File: config.mk
export PLATFORM = sky130hd
export DESIGN_NAME = bin_to_bcd_converter_flat
export DESIGN_NICKNAME = d
export VERILOG_FILES = /design/src/rtl/bin_to_bcd_converter_if.sv /design/src/rtl/bin_to_bcd_converter.sv /design/src/flat_wrapper.sv
export SDC_FILE = /design/constraint.sdc
export NUM_CORES = 1
export LEC_CHECK = 0
export BUFFER_PORTS_ARGS = -buffer_cell sky130_fd_sc_hd__buf_2
export CAP_MARGIN = 0
export CORE_MARGIN = 3
export CORE_UTILIZATION = 50
export DETAILED_ROUTE_END_ITERATION = 12
export GPL_TIMING_DRIVEN = 0
export PLACE_DENSITY = 0.82
export SYNTH_ARGS = -nofsm -noshare
export SYNTH_HDL_FRONTEND = slang
export SYNTH_SLANG_ARGS = --single-unit
File: constraint.sdc
create_clock -name clk -period 1.2 [get_ports clk]
set_input_delay 0.06 -clock clk [delete_from_list [all_inputs] [get_ports clk]]
set_output_delay 0.06 -clock clk [all_outputs]
set_load 0.05 [all_outputs]
File: src/rtl/bin_to_bcd_converter_if.sv
// Handshake bundle between a binary producer and the double-dabble BCD converter.
// The master drives start/bin_in; the converter (slave) returns status and result.
interface bin_to_bcd_converter_if #(
  parameter int N = 2,
  parameter int W = 7
);
  logic           start;
  logic [W-1:0]   bin_in;
  logic           busy;
  logic           done;
  logic [4*N-1:0] bcd_out;
  logic           overflow;

  modport master (
    output start, bin_in,
    input  busy, done, bcd_out, overflow
  );

  modport slave (
    input  start, bin_in,
    output busy, done, bcd_out, overflow
  );
endinterface

File: src/rtl/bin_to_bcd_converter.sv
// Sequential shift-and-add-3 binary-to-BCD converter, one shift per input bit.
// Results, overflow flag and busy/done are all registered.
module bin_to_bcd_converter #(
  parameter int N = 2,
  parameter int W = 7
) (
  input  logic                  clk,
  input  logic                  rst,
  bin_to_bcd_converter_if.slave bus
);

  // Decimal digits needed for 2^w - 1, so the scratch never loses high digits.
  function automatic int dec_digits(input int w);
    longint unsigned v;
    int              d;
    v = (64'd1 << w) - 64'd1;
    d = 1;
    while (v >= 64'd10) begin
      v = v / 64'd10;
      d = d + 1;
    end
    return d;
  endfunction

  function automatic logic [63:0] max_decimal(input int n);
    logic [63:0] p;
    p = 64'd1;
    if (n >= 10) begin
      p = {64{1'b1}};
    end else begin
      for (int i = 0; i < n; i++) begin
        p = p * 64'd10;
      end
      p = p - 64'd1;
    end
    return p;
  endfunction

  localparam int          SD    = (dec_digits(W) > N) ? dec_digits(W) : N;
  localparam int          SB    = 4 * SD;
  localparam int          CW    = $clog2(W + 1);
  localparam logic [63:0] LIMIT = max_decimal(N);

  // Each digit >= 5 is corrected by +3 before the shift so it carries properly.
  function automatic logic [SB-1:0] add3_digits(input logic [SB-1:0] b);
    logic [SB-1:0] r;
    r = b;
    for (int k = 0; k < SD; k++) begin
      if (b[4*k +: 4] >= 4'd5) begin
        r[4*k +: 4] = b[4*k +: 4] + 4'd3;
      end else begin
        r[4*k +: 4] = b[4*k +: 4];
      end
    end
    return r;
  endfunction

  typedef enum logic [1:0] {
    S_IDLE   = 2'd0,
    S_SHIFT  = 2'd1,
    S_FINISH = 2'd2
  } state_e;

  state_e          state_q, state_d;
  logic [SB+W-1:0] scratch_q, scratch_d;
  logic [CW-1:0]   cnt_q, cnt_d;
  logic            ovf_nxt_q, ovf_nxt_d;
  logic [4*N-1:0]  bcd_q, bcd_d;
  logic            ovf_q, ovf_d;
  logic            done_q, done_d;
  logic            busy_q, busy_d;
  logic [SB-1:0]   adj_s;

  // State register.
  always_ff @(posedge clk or negedge rst) begin
    if (!rst) begin
      state_q <= S_IDLE;
    end else begin
      state_q <= state_d;
    end
  end

  // Next-state logic.
  always_comb begin
    state_d = state_q;
    case (state_q)
      S_IDLE: begin
        if (bus.start) begin
          state_d = S_SHIFT;
        end else begin
          state_d = S_IDLE;
        end
      end
      S_SHIFT: begin
        if (cnt_q == CW'(1)) begin
          state_d = S_FINISH;
        end else begin
          state_d = S_SHIFT;
        end
      end
      S_FINISH: state_d = S_IDLE;
      default:  state_d = S_IDLE;
    endcase
  end

  // Datapath and output next values.
  always_comb begin
    scratch_d = scratch_q;
    cnt_d     = cnt_q;
    ovf_nxt_d = ovf_nxt_q;
    bcd_d     = bcd_q;
    ovf_d     = ovf_q;
    done_d    = 1'b0;
    adj_s     = add3_digits(scratch_q[W +: SB]);
    case (state_q)
      S_IDLE: begin
        if (bus.start) begin
          scratch_d = {{SB{1'b0}}, bus.bin_in};
          cnt_d     = CW'(W);
          ovf_nxt_d = (64'(bus.bin_in) > LIMIT);
        end else begin
          scratch_d = scratch_q;
        end
      end
      S_SHIFT: begin
        scratch_d = {adj_s, scratch_q[W-1:0]} << 1;
        cnt_d     = cnt_q - CW'(1);
      end
      S_FINISH: begin
        bcd_d  = scratch_q[W +: 4*N];
        ovf_d  = ovf_nxt_q;
        done_d = 1'b1;
      end
      default: begin
        done_d = 1'b0;
      end
    endcase
    busy_d = (state_d != S_IDLE);
  end

  // Datapath and output registers.
  always_ff @(posedge clk or negedge rst) begin
    if (!rst) begin
      scratch_q <= '0;
      cnt_q     <= '0;
      ovf_nxt_q <= 1'b0;
      bcd_q     <= '0;
      ovf_q     <= 1'b0;
      done_q    <= 1'b0;
      busy_q    <= 1'b0;
    end else begin
      scratch_q <= scratch_d;
      cnt_q     <= cnt_d;
      ovf_nxt_q <= ovf_nxt_d;
      bcd_q     <= bcd_d;
      ovf_q     <= ovf_d;
      done_q    <= done_d;
      busy_q    <= busy_d;
    end
  end

  assign bus.busy     = busy_q;
  assign bus.done     = done_q;
  assign bus.bcd_out  = bcd_q;
  assign bus.overflow = ovf_q;

endmodule
File: src/flat_wrapper.sv
// flat-port wrapper written by rule: the top's interface ports become plain ports
module bin_to_bcd_converter_flat 
#(
  parameter int N = 2,
  parameter int W = 7
)
  (clk, rst, bus_start, bus_bin_in, bus_busy, bus_done, bus_bcd_out, bus_overflow);
  bin_to_bcd_converter_if #(.N(N), .W(W)) bus_i ();
  input  logic clk;
  input  logic rst;
  input wire logic [$bits(bus_i.start)-1:0] bus_start;
  input wire logic [$bits(bus_i.bin_in)-1:0] bus_bin_in;
  output wire logic [$bits(bus_i.busy)-1:0] bus_busy;
  output wire logic [$bits(bus_i.done)-1:0] bus_done;
  output wire logic [$bits(bus_i.bcd_out)-1:0] bus_bcd_out;
  output wire logic [$bits(bus_i.overflow)-1:0] bus_overflow;
  assign bus_i.start = bus_start;
  assign bus_i.bin_in = bus_bin_in;
  assign bus_busy = bus_i.busy;
  assign bus_done = bus_i.done;
  assign bus_bcd_out = bus_i.bcd_out;
  assign bus_overflow = bus_i.overflow;
  bin_to_bcd_converter #(.N(N), .W(W)) u_core (.clk(clk), .rst(rst), .bus(bus_i));
endmodule
==> impl_metrics.csv <==
group,metric,value,unit
placed_design,dpl_cell_area,1680,um^2
detailed_routing,drt_iter0_markers,53,
floorplanning,fp.dieH,61.1,um
run,cap_violations,0,
clocking,cts_sinks,32,
critical_path,critPathLaunchType,"flip-flop",
clocking,clk_transition_reported_paths,0.10,ns
placed_design,dpl.hpwl,2130,um
final_layout,final_cells,208,
final_layout,synthToLayoutAreaGrowth,21.5,%
placed_design,io_buffer_count,20,
timing,fmaxAchievable,0.770,GHz
synth,syn_avg_cell_area,10.5,um^2
timing,setup_ws,-0.0994,ns
synth,yosys_warnings,0,
critical_path,reg2reg_setup_slack,-0.1,ns
detailed_routing,route.detailed.drc,0,
detailed_routing,wl_per_cell,14.0,um
clocking,cts_root_buffer,"clkbuf_4",
synth,synth.most_common_cell,"dfrtp_1",
final_layout,drive_above_1_share,33.3,%
timing,setup_viol,6,
clocking,cts_tree,"built",
placed_design,gp_congestion,0.824,
clocking,numCtsBuffers,5,
clocking,cts_buffer_depth,2,
final_layout,post-route-util,65.1,%
synth,seq_area_frac_synth,52.8,%
floorplanning,dieWidth,61.1,um
power_and_ir_drop,peakVddDrop,0.00110,V
detailed_routing,finalWirelength,2920,um
floorplanning,core_area,2830,um^2
critical_path,crit_path_end_kind,"flip-flop",
run_status,failed_checks,"negative setup slack",
power_and_ir_drop,powerDensity,2580,nW/um^2
grt,gr-total-overflow,0,
timing,fin_crit_sh,108,%
synth,synth_area,1520,um^2
critical_path,regToRegStartpoint,"u_core.scratch_q[7]$_DFFE_PN0P_",
timing,drv_slew,0,
synth,dominantRegCellSynth,"dfrtp_1",
placed_design,dp_cells,195,
final_layout,multiInputGateArea,673,um^2
grt,grt.total_usage,17.3,%
synth,synth_area_leaders,"dfrtp_1 (53%), nand2_1 (5.7%), ha_1 (5.0%)",
critical_path,reg2reg_to,"u_core.scratch_q[11]$_DFFE_PN0P_",
min_path,whs_endpoint,"u_core.scratch_q[0]$_DFFE_PN0P_",
final_layout,final_area,1840,um^2
detailed_routing,vias,1160,
floorplanning,io-pin-count,21,
grt,grt_max_degree,33,
timing,period_minus_slack,1.30,ns
floorplanning,dieArea,3730,um^2
clocking,worstSkewPairLatency,0.34,ns
min_path,hold_depth,3,
grt,grt_pass1_vias,1073,
synth,synth-edff-count,0,
detailed_routing,via_per_inst,5.58,
power_and_ir_drop,p_leak,0.889,nW
detailed_routing,final_antenna_net_count,0,
critical_path,cp.arrival,1.54,ns
timing,skew,0.00898,ns
synth,synth_seq_cells,32,
floorplanning,row_count,19,
synth,async_reset_ff_share,100,%
run_status,status,"finished with violations",
min_path,hold_class,"input port to flip-flop",
final_layout,ff_latch_area,802,um^2
synth,synth_top_cell_by_area,"dfrtp_1",
grt,grt_pass1_wl,4660,um
placed_design,post-place-ws,-0.138,ns
critical_path,crit_fanout,4,
final_layout,diodes,0,
timing,maxSlewHeadroom,54.6,%
critical_path,r2r_cells,5,
min_path,worstHoldStart,"bus_bin_in[0]",
synth,syn_nets,160,
timing,tightest_slew,0.681,ns
timing,rsz0062_at_grt,"true",
critical_path,worstPathRequired,1.44,ns
timing,finalHoldViolCount,0,
clocking,htree_levels,2,
synth,synthDistinctLibCells,29,
synth,synth_top_area_share,52.8,%
timing,setup_tns,-0.294,ns
final_layout,num-fill-cells,204,
critical_path,crit_type,"flip-flop to flip-flop",
final_layout,nNetsFinal,193,
detailed_routing,dr.pass1.iters,4,
synth,synth_cells,144,
synth,synthTopCellsByCount,"dfrtp_1 (32), nand2_1 (23), inv_1 (13)",
grt,antenna_found_initial,0,
floorplanning,start_util,53.6,%
-- routing by layer --
layer | wire length, um | GRT usage (%) | up-vias
met1 | 1240 | 20.4 | 552
met3 | 142 | 5.87 | 8
met2 | 1480 | 28.4 | 28
met4 | 54 | 7.74 | 0
met5 | 0 | 0 | -
li1 | - | - | 572
-- registers in the layout, summed over array words and instances (netlist names) --
name and flops:
u_core.bus.overflow 1, u_core.ovf_nxt_q 1, u_core.cnt_q 3, u_core.bus.bcd_out 8, u_core.scratch_q 15, u_core.bus.busy 1, u_core.state_q 2, u_core.bus.done 1
-- worst max path at each step --
stage | depth (start not counted) | slack (ns) | start | endpoint
after global placement | 5 | -0.06 | u_core.scratch_q[11]$_DFFE_PN0P_ | u_core.scratch_q[12]$_DFFE_PN0P_
final | 5 | -0.1 | u_core.scratch_q[7]$_DFFE_PN0P_ | u_core.scratch_q[11]$_DFFE_PN0P_
after global routing | 5 | -0.15 | u_core.scratch_q[7]$_DFFE_PN0P_ | u_core.scratch_q[11]$_DFFE_PN0P_
after floorplan | 5 | 0.004 | u_core.scratch_q[11]$_DFFE_PN0P_ | u_core.scratch_q[12]$_DFFE_PN0P_
after detailed placement | 5 | -0.14 | u_core.scratch_q[12]$_DFFE_PN0P_ | u_core.scratch_q[12]$_DFFE_PN0P_
after CTS | 5 | -0.09 | u_core.scratch_q[7]$_DFFE_PN0P_ | u_core.scratch_q[11]$_DFFE_PN0P_
-- timing repair --
action / 4_1_cts / 5_1_grt
buffers inserted: 4 / 2
setup endpoints to repair: 6 / 18
resized for setup: 7 / 8
endpoints found under the hold margin: 32 / 0
pin swaps: 4 / 2
hold buffers: 1 / 0
-- metrics by stage --
step                      hold slack, ns  power [W]
final                             0.0171    0.00475
after global routing              0.0253    0.00511
after CTS                         0.0186    0.00463
after detailed placement           0.134    0.00380
after global placement             0.135    0.00367
after floorplan                   -0.236    0.00330
-- kinds of logic after synthesis --
kind of cell    synth area share [%]
flops                           52.8
buf+inv                         7.18
compound gates                  21.9
fa+ha+maj                       4.95
mux                            0.990
xor+xnor                       0.578
simple gates                    11.6
-- layout by cell type (no fill, tap or decap), types with 3 or more instances in the layout --
| cell | count |
|---|---|
| nand3b_1 | 3 |
| a22oi_1 | 8 |
| o21ai_0 | 8 |
| buf_6 | 4 |
| o2111ai_1 | 4 |
| buf_2 | 22 |
| inv_1 | 9 |
| nand2_1 | 23 |
| o21ai_1 | 12 |
| clkbuf_4 | 5 |
| inv_2 | 5 |
| dfrtp_1 | 31 |
| buf_4 | 6 |
-- power breakdown --
group | internal (W) | switching (W) | leakage, nW
combinational | 0.000994 | 0.00139 | 0.440
sequential | 0.00146 | 0.000239 | 0.412
clock | 0.000332 | 0.000343 | 0.0374
total | 0.00278 | 0.00197 | 0.889
-- worst max-delay path, cell delays in order, from the launching register on --
cell and delay (ns):
dfrtp_1 0.43, inv_2 0.08, ha_4 0.16, nor2b_4 0.12, o21a_1 0.20, o32ai_2 0.21
-- layout make-up --
| type | instances | share of cell area [%] |
|---|---|---|
| sequential | 32 | 43.5 |
| multi-input combinational | 91 | 36.5 |
| timing repair buffer | 27 | 8.42 |
| clock buffer | 7 | 3.53 |
| buffer | 6 | 2.99 |
| inverter | 14 | 2.85 |
| tap | 31 | 2.11 |
Power figures use the tool's default switching activity.
